File: src/rtl/load_store_unit.sv
// load_store_unit
//   Memory stage behind the ALU. Takes the ALU result as the effective address,
//   runs one data-memory transaction over a req/gnt/rvalid handshake and returns
//   aligned, extended load data for writeback. Misaligned, illegal-size and
//   timed-out accesses are reported through rsp_fault and never hang the core.
//
// Ports
//   clk, rst_n            clock (rising edge), asynchronous active-low reset
//   req_valid/req_ready   execute-stage handshake; ready only while idle
//   req_store, req_size,  access descriptor: direction, size (00 byte, 01 half,
//   req_unsigned          10 word, 11 illegal), zero/sign extension for loads
//   req_addr, req_wdata   effective address and store data
//   req_rd                load destination register
//   mem_req, mem_we,      memory request: word address, lane-replicated write
//   mem_addr, mem_wdata,  data and byte enables, held stable until mem_gnt
//   mem_be
//   mem_gnt, mem_rvalid,  memory grant, response/write-ack and read data
//   mem_rdata
//   rsp_valid, rsp_rd,    one-cycle completion pulse with destination register,
//   rsp_data, rsp_fault   load result and fault code (00 ok, 01 misaligned,
//                         10 timeout, 11 illegal size)
//   busy                  high whenever a transaction is in flight
module load_store_unit #(
    parameter int TIMEOUT_CYCLES = 16
) (
    input  logic        clk,
    input  logic        rst_n,
    input  logic        req_valid,
    output logic        req_ready,
    input  logic        req_store,
    input  logic [1:0]  req_size,
    input  logic        req_unsigned,
    input  logic [31:0] req_addr,
    input  logic [31:0] req_wdata,
    input  logic [4:0]  req_rd,
    output logic        mem_req,
    output logic        mem_we,
    output logic [31:0] mem_addr,
    output logic [31:0] mem_wdata,
    output logic [3:0]  mem_be,
    input  logic        mem_gnt,
    input  logic        mem_rvalid,
    input  logic [31:0] mem_rdata,
    output logic        rsp_valid,
    output logic [4:0]  rsp_rd,
    output logic [31:0] rsp_data,
    output logic [1:0]  rsp_fault,
    output logic        busy
);

    typedef enum logic [1:0] {
        IDLE = 2'b00,
        REQ  = 2'b01,
        RESP = 2'b10,
        DONE = 2'b11
    } state_t;

    localparam logic [1:0] FAULT_OK       = 2'b00;
    localparam logic [1:0] FAULT_MISALIGN = 2'b01;
    localparam logic [1:0] FAULT_TIMEOUT  = 2'b10;
    localparam logic [1:0] FAULT_SIZE     = 2'b11;

    // Last counter value before the transaction is abandoned.
    localparam logic [7:0] CNT_LAST = 8'(TIMEOUT_CYCLES - 1);

    state_t      state;
    logic [7:0]  cnt;
    logic        store_q;
    logic        unsigned_q;
    logic [1:0]  size_q;
    logic [1:0]  off_q;
    logic [4:0]  rd_q;

    function automatic logic is_misaligned(input logic [1:0] size, input logic [1:0] off);
        case (size)
            2'b01:   return off[0];
            2'b10:   return off != 2'b00;
            default: return 1'b0;
        endcase
    endfunction

    function automatic logic [31:0] lane_wdata(input logic [1:0] size, input logic [31:0] wdata);
        case (size)
            2'b00:   return {4{wdata[7:0]}};
            2'b01:   return {2{wdata[15:0]}};
            default: return wdata;
        endcase
    endfunction

    function automatic logic [3:0] lane_be(input logic [1:0] size, input logic [1:0] off);
        case (size)
            2'b00:   return 4'b0001 << off;
            2'b01:   return 4'b0011 << off;
            default: return 4'b1111;
        endcase
    endfunction

    // Shift the addressed lane down to bit 0, then extend to 32 bits.
    function automatic logic [31:0] load_extract(input logic [31:0] rdata, input logic [1:0] off,
                                                 input logic [1:0] size, input logic uns);
        logic [31:0]        sh;
        logic signed [7:0]  sb;
        logic signed [15:0] sh16;
        sh   = rdata >> {off, 3'b000};
        sb   = sh[7:0];
        sh16 = sh[15:0];
        case (size)
            2'b00:   return uns ? {24'd0, sh[7:0]}  : 32'(sb);
            2'b01:   return uns ? {16'd0, sh[15:0]} : 32'(sh16);
            default: return sh;
        endcase
    endfunction

    assign req_ready = (state == IDLE);
    assign busy      = (state != IDLE);

    always_ff @(posedge clk or negedge rst_n) begin
        if (!rst_n) begin
            state      <= IDLE;
            cnt        <= '0;
            store_q    <= 1'b0;
            unsigned_q <= 1'b0;
            size_q     <= 2'b00;
            off_q      <= 2'b00;
            rd_q       <= '0;
            mem_req    <= 1'b0;
            mem_we     <= 1'b0;
            mem_addr   <= '0;
            mem_wdata  <= '0;
            mem_be     <= '0;
            rsp_valid  <= 1'b0;
            rsp_rd     <= '0;
            rsp_data   <= '0;
            rsp_fault  <= FAULT_OK;
        end else begin
            rsp_valid <= 1'b0;
            case (state)
                IDLE: begin
                    if (req_valid) begin
                        store_q    <= req_store;
                        unsigned_q <= req_unsigned;
                        size_q     <= req_size;
                        off_q      <= req_addr[1:0];
                        rd_q       <= req_rd;
                        if (req_size == 2'b11 || is_misaligned(req_size, req_addr[1:0])) begin
                            // Rejected before issue: no memory request at all.
                            state     <= DONE;
                            rsp_valid <= 1'b1;
                            rsp_rd    <= '0;
                            rsp_data  <= '0;
                            rsp_fault <= (req_size == 2'b11) ? FAULT_SIZE : FAULT_MISALIGN;
                        end else begin
                            state     <= REQ;
                            cnt       <= '0;
                            mem_req   <= 1'b1;
                            mem_we    <= req_store;
                            mem_addr  <= {req_addr[31:2], 2'b00};
                            mem_wdata <= req_store ? lane_wdata(req_size, req_wdata) : '0;
                            mem_be    <= req_store ? lane_be(req_size, req_addr[1:0]) : 4'b1111;
                        end
                    end
                end
                REQ, RESP: begin
                    cnt <= cnt + 8'd1;
                    // Completion in the last allowed cycle beats the timeout.
                    if ((state == REQ && mem_gnt && mem_rvalid) || (state == RESP && mem_rvalid)) begin
                        state     <= DONE;
                        mem_req   <= 1'b0;
                        rsp_valid <= 1'b1;
                        rsp_fault <= FAULT_OK;
                        rsp_rd    <= store_q ? 5'd0 : rd_q;
                        rsp_data  <= store_q ? 32'd0 : load_extract(mem_rdata, off_q, size_q, unsigned_q);
                    end else if (cnt == CNT_LAST) begin
                        state     <= DONE;
                        mem_req   <= 1'b0;
                        rsp_valid <= 1'b1;
                        rsp_fault <= FAULT_TIMEOUT;
                        rsp_rd    <= '0;
                        rsp_data  <= '0;
                    end else if (state == REQ && mem_gnt) begin
                        state   <= RESP;
                        mem_req <= 1'b0;
                    end
                end
                DONE: begin
                    state <= IDLE;
                end
                default: begin
                    state <= IDLE;
                end
            endcase
        end
    end

endmodule

File: config.mk
export PLATFORM = sky130hd
export DESIGN_NAME = load_store_unit
export DESIGN_NICKNAME = d
export VERILOG_FILES = /design/src/rtl/load_store_unit.sv
export SDC_FILE = /design/constraint.sdc
export NUM_CORES = 1
export LEC_CHECK = 0
export CAP_MARGIN = 20
export CORE_ASPECT_RATIO = 1.5
export CORE_MARGIN = 4
export CORE_UTILIZATION = 40
export CTS_BUF_LIST = sky130_fd_sc_hd__clkbuf_16
export CTS_CLUSTER_DIAMETER = 60
export DETAILED_ROUTE_END_ITERATION = 10
export PLACE_DENSITY = 0.84
export SYNTH_ARGS = -nofsm -noshare
export SYNTH_HDL_FRONTEND = slang
export SYNTH_SLANG_ARGS = --single-unit
File: constraint.sdc
create_clock -name clk -period 1.8 [get_ports clk]
set_input_delay 0.45 -clock clk [delete_from_list [all_inputs] [get_ports clk]]
set_output_delay 0.45 -clock clk [all_outputs]
set_load 0.005 [all_outputs]
==> impl_metrics.env <==
export IMPL_num_rows=55
export IMPL_antenna_found_initial=1
export IMPL_first_pass_iters=7
export IMPL_arrival_ns=2.31
export IMPL_leakagePower_nw=5.37
export IMPL_grt_max_degree=49
export IMPL_numCtsBuffers=17
export IMPL_r2r_end="rsp_data[15]"
export IMPL_synth_area_sq_um=6240
export IMPL_placed_area_sq_um=9330
export IMPL_outcome="finished, violations left"
export IMPL_hp_class="input pin to asynchronous set/reset pin"
export IMPL_hold_viol_final=0
export IMPL_synth_ff_latch_count=129
export IMPL_period_share_pct=111
export IMPL_period_needed_ns=2.00
export IMPL_fillCellCount=929
export IMPL_worstSetupPathType="flop to flop"
export IMPL_final_area_sq_um=11300
export IMPL_worstSkewPairLatency_ns=0.41
export IMPL_timing_fmax_mhz=500
export IMPL_ir_worst_vdd_uv=1040
export IMPL_clk_pin_slew_worst_paths_ns=0.06
export IMPL_ant_nets=0
export IMPL_avgSynthCellArea_sq_um=9.60
export IMPL_io_buffers=219
export IMPL_setup_viol=73
export IMPL_cp_start_kind="flop"
export IMPL_regToRegStartpoint="cnt[7]"
export IMPL_fin_ws_ns=-0.201
export IMPL_worstPathMaxFanout=8
export IMPL_drive_gt1_share_pct=31.4
export IMPL_finClkSkew_ns=0.00910
export IMPL_ff2ff_setup_slack_ns=-0.20
export IMPL_maxCapViolations=0
export IMPL_p_per_area_nw_per_um2=1720
export IMPL_grt_pass1_wl_um=32300
export IMPL_tns_ns=-6.67
export IMPL_cts_sinks=129
export IMPL_first_global_vias=6409
export IMPL_required_ns=2.11
export IMPL_async_reset_ff_share_pct=100
export IMPL_cts_tree="built"
export IMPL_place_gp_congestion=0.915
export IMPL_vias_per_cell=5.51
export IMPL_nets=1097
export IMPL_final_common_cell="clkdlybuf4s50_1"
export IMPL_cts_root_buf="clkbuf_16"
export IMPL_die_area_sq_um=17700
export IMPL_vias=6553
export IMPL_chipWidth_um=110
export IMPL_cts_buffer_depth=2
export IMPL_coreArea_sq_um=15200
export IMPL_violations="setup timing"
export IMPL_synth_main_ff_cell="dfrtp_1"
export IMPL_ff_latch_area_sq_um=3230
export IMPL_slew_headroom_pct=65.4
export IMPL_endpoint_kind="flop"
export IMPL_place_hpwl_um=14600
export IMPL_grt_remaining_overflow=0
export IMPL_slew_viol_final=0
export IMPL_reg2reg_depth=7
export IMPL_grt_util_all_layers_pct=23.2
export IMPL_yosys_warnings=0
export IMPL_layout_common_cells="194 x clkdlybuf4s50_1, 128 x dfrtp_1, 125 x nand2_1"
export IMPL_synth_edf_count=0
export IMPL_io_pins=222
export IMPL_htreeDepth=4
export IMPL_worstMarginPinSlew_ns=0.516
export IMPL_drc=0
export IMPL_detail_route_iter0_violations=463
export IMPL_final_util_pct=74.4
export IMPL_wl_per_cell_um=21.0
export IMPL_rsz0062_at_grt="true"
export IMPL_power_w=0.0195
export IMPL_finalWirelength_um=24900
export IMPL_die_h_um=161
export IMPL_synth_cells=650
export IMPL_start_util_pct=41.0
export IMPL_multiInputGateArea_sq_um=3480
export IMPL_synthToLayoutAreaGrowth_pct=81.3
export IMPL_synth_cell_types=49
export IMPL_ys_seq_area_share_pct=51.7
registers in the layout, summed over array words and instances, names as in the netlist:
register	flops
rd_q	5
mem_wdata	32
rsp_fault	2
rsp_valid	1
mem_req	1
store_q	1
rsp_rd	5
cnt	8
rsp_data	32
unsigned_q	1
size_q	2
mem_addr	30
mem_we	1
off_q	2
mem_be	4
state	2
final cells by class:
type / count / area share (%)
inverters: 7 / 0.387
flip-flops and latches: 129 / 28.5
multi-input cells: 473 / 30.7
clock inverters: 14 / 1.26
clock buffers: 17 / 3.76
well taps: 199 / 2.20
diodes: 1 / 0.0221
repair buffers: 349 / 33.1
cell usage after synthesis, drive strengths merged (3+ instances only):
cell | number | share of area (%)
or2 | 3 | 0.30
inv | 7 | 0.42
a31oi | 3 | 0.30
o22a | 4 | 0.56
ha | 10 | 2.0
a2111oi | 7 | 1.7
clkbuf | 18 | 1.1
o31ai | 9 | 1.1
and3 | 6 | 0.60
mux2i | 16 | 2.6
nand2 | 175 | 11
a21o | 24 | 2.9
nand2b | 3 | 0.30
nor2 | 39 | 2.3
mux2 | 16 | 2.9
a211oi | 23 | 2.8
o21ai | 50 | 4.0
buf | 26 | 2.2
nor2b | 13 | 1.3
dfrtp | 129 | 52
a22o | 18 | 2.5
nand3 | 5 | 0.40
a21oi | 19 | 1.5
how the worst max path moves through the flow:
stage	slack, ns	start	to	depth (start not counted)
floorplan	-0.05	req_size[1]	cnt[6]	7
global placement	-0.74	req_size[1]	rsp_data[30]	11
global route	-0.25	state[0]	rsp_data[20]	11
finish	-0.20	cnt[7]	rsp_data[15]	7
CTS	-0.11	cnt[7]	rsp_data[5]	7
detailed placement	-0.80	req_size[0]	mem_wdata[0]	8
metal layers:
metal / part of all wire (%) / GRT usage [%] / routed length, um
met1: 35 / 25.6 / 8670
met2: 54 / 41.0 / 13600
met3: 5.1 / 4.32 / 1280
met4: 5.7 / 12.4 / 1420
met5: 0 / 0 / 0
kinds of logic (layout without fill, tap and decap cells):
family                   Yosys count  count (layout)  synth area share [%]
flip-flops                       129             129                  51.7
other                              1               3                0.0601
AND/OR/NAND/NOR                  254             256                  17.0
multiplexers                      33              33                  5.81
AO/OA/AOI/OAI                    169             169                  19.3
buffers and inverters             51             387                  3.73
XOR/XNOR                           3               3                 0.421
adder cells (fa/ha/maj)           10              10                  2.00
critical path, cell delays in order (launching register included):
cell and delay (ns):
dfrtp_1 0.38, or4_4 0.55, o2bb2ai_4 0.16, o211ai_4 0.13
buf_12 0.18, buf_4 0.15, buf_16 0.13, o31ai_4 0.20
per-stage QoR:
step,instances,hold WS (ns),setup slack (ns)
2_1_floorplan,651,0.154,-0.0526
3_3_place_gp,1114,0.314,-0.737
3_5_place_dp,1114,0.319,-0.804
4_1_cts,1159,0.453,-0.113
5_1_grt,1189,0.486,-0.247
6_report,1189,0.452,-0.201
power breakdown:
group	total, W	internal (W)	switching [W]	leakage, nW
sequential	0.00497	0.00407	0.000900	1.67
clock	0.00339	0.00203	0.00136	0.282
combinational	0.0112	0.00612	0.00504	3.42
what timing repair did:
item,in CTS,in global routing
setup endpoints to repair,118,114
gates cloned,4,16
hold endpoints to repair,18,0
gates resized for setup,59,168
buffers inserted,9,15
pin swaps,8,100
hold buffers,1,0
No activity file was read; power rests on OpenSTA's default activity.
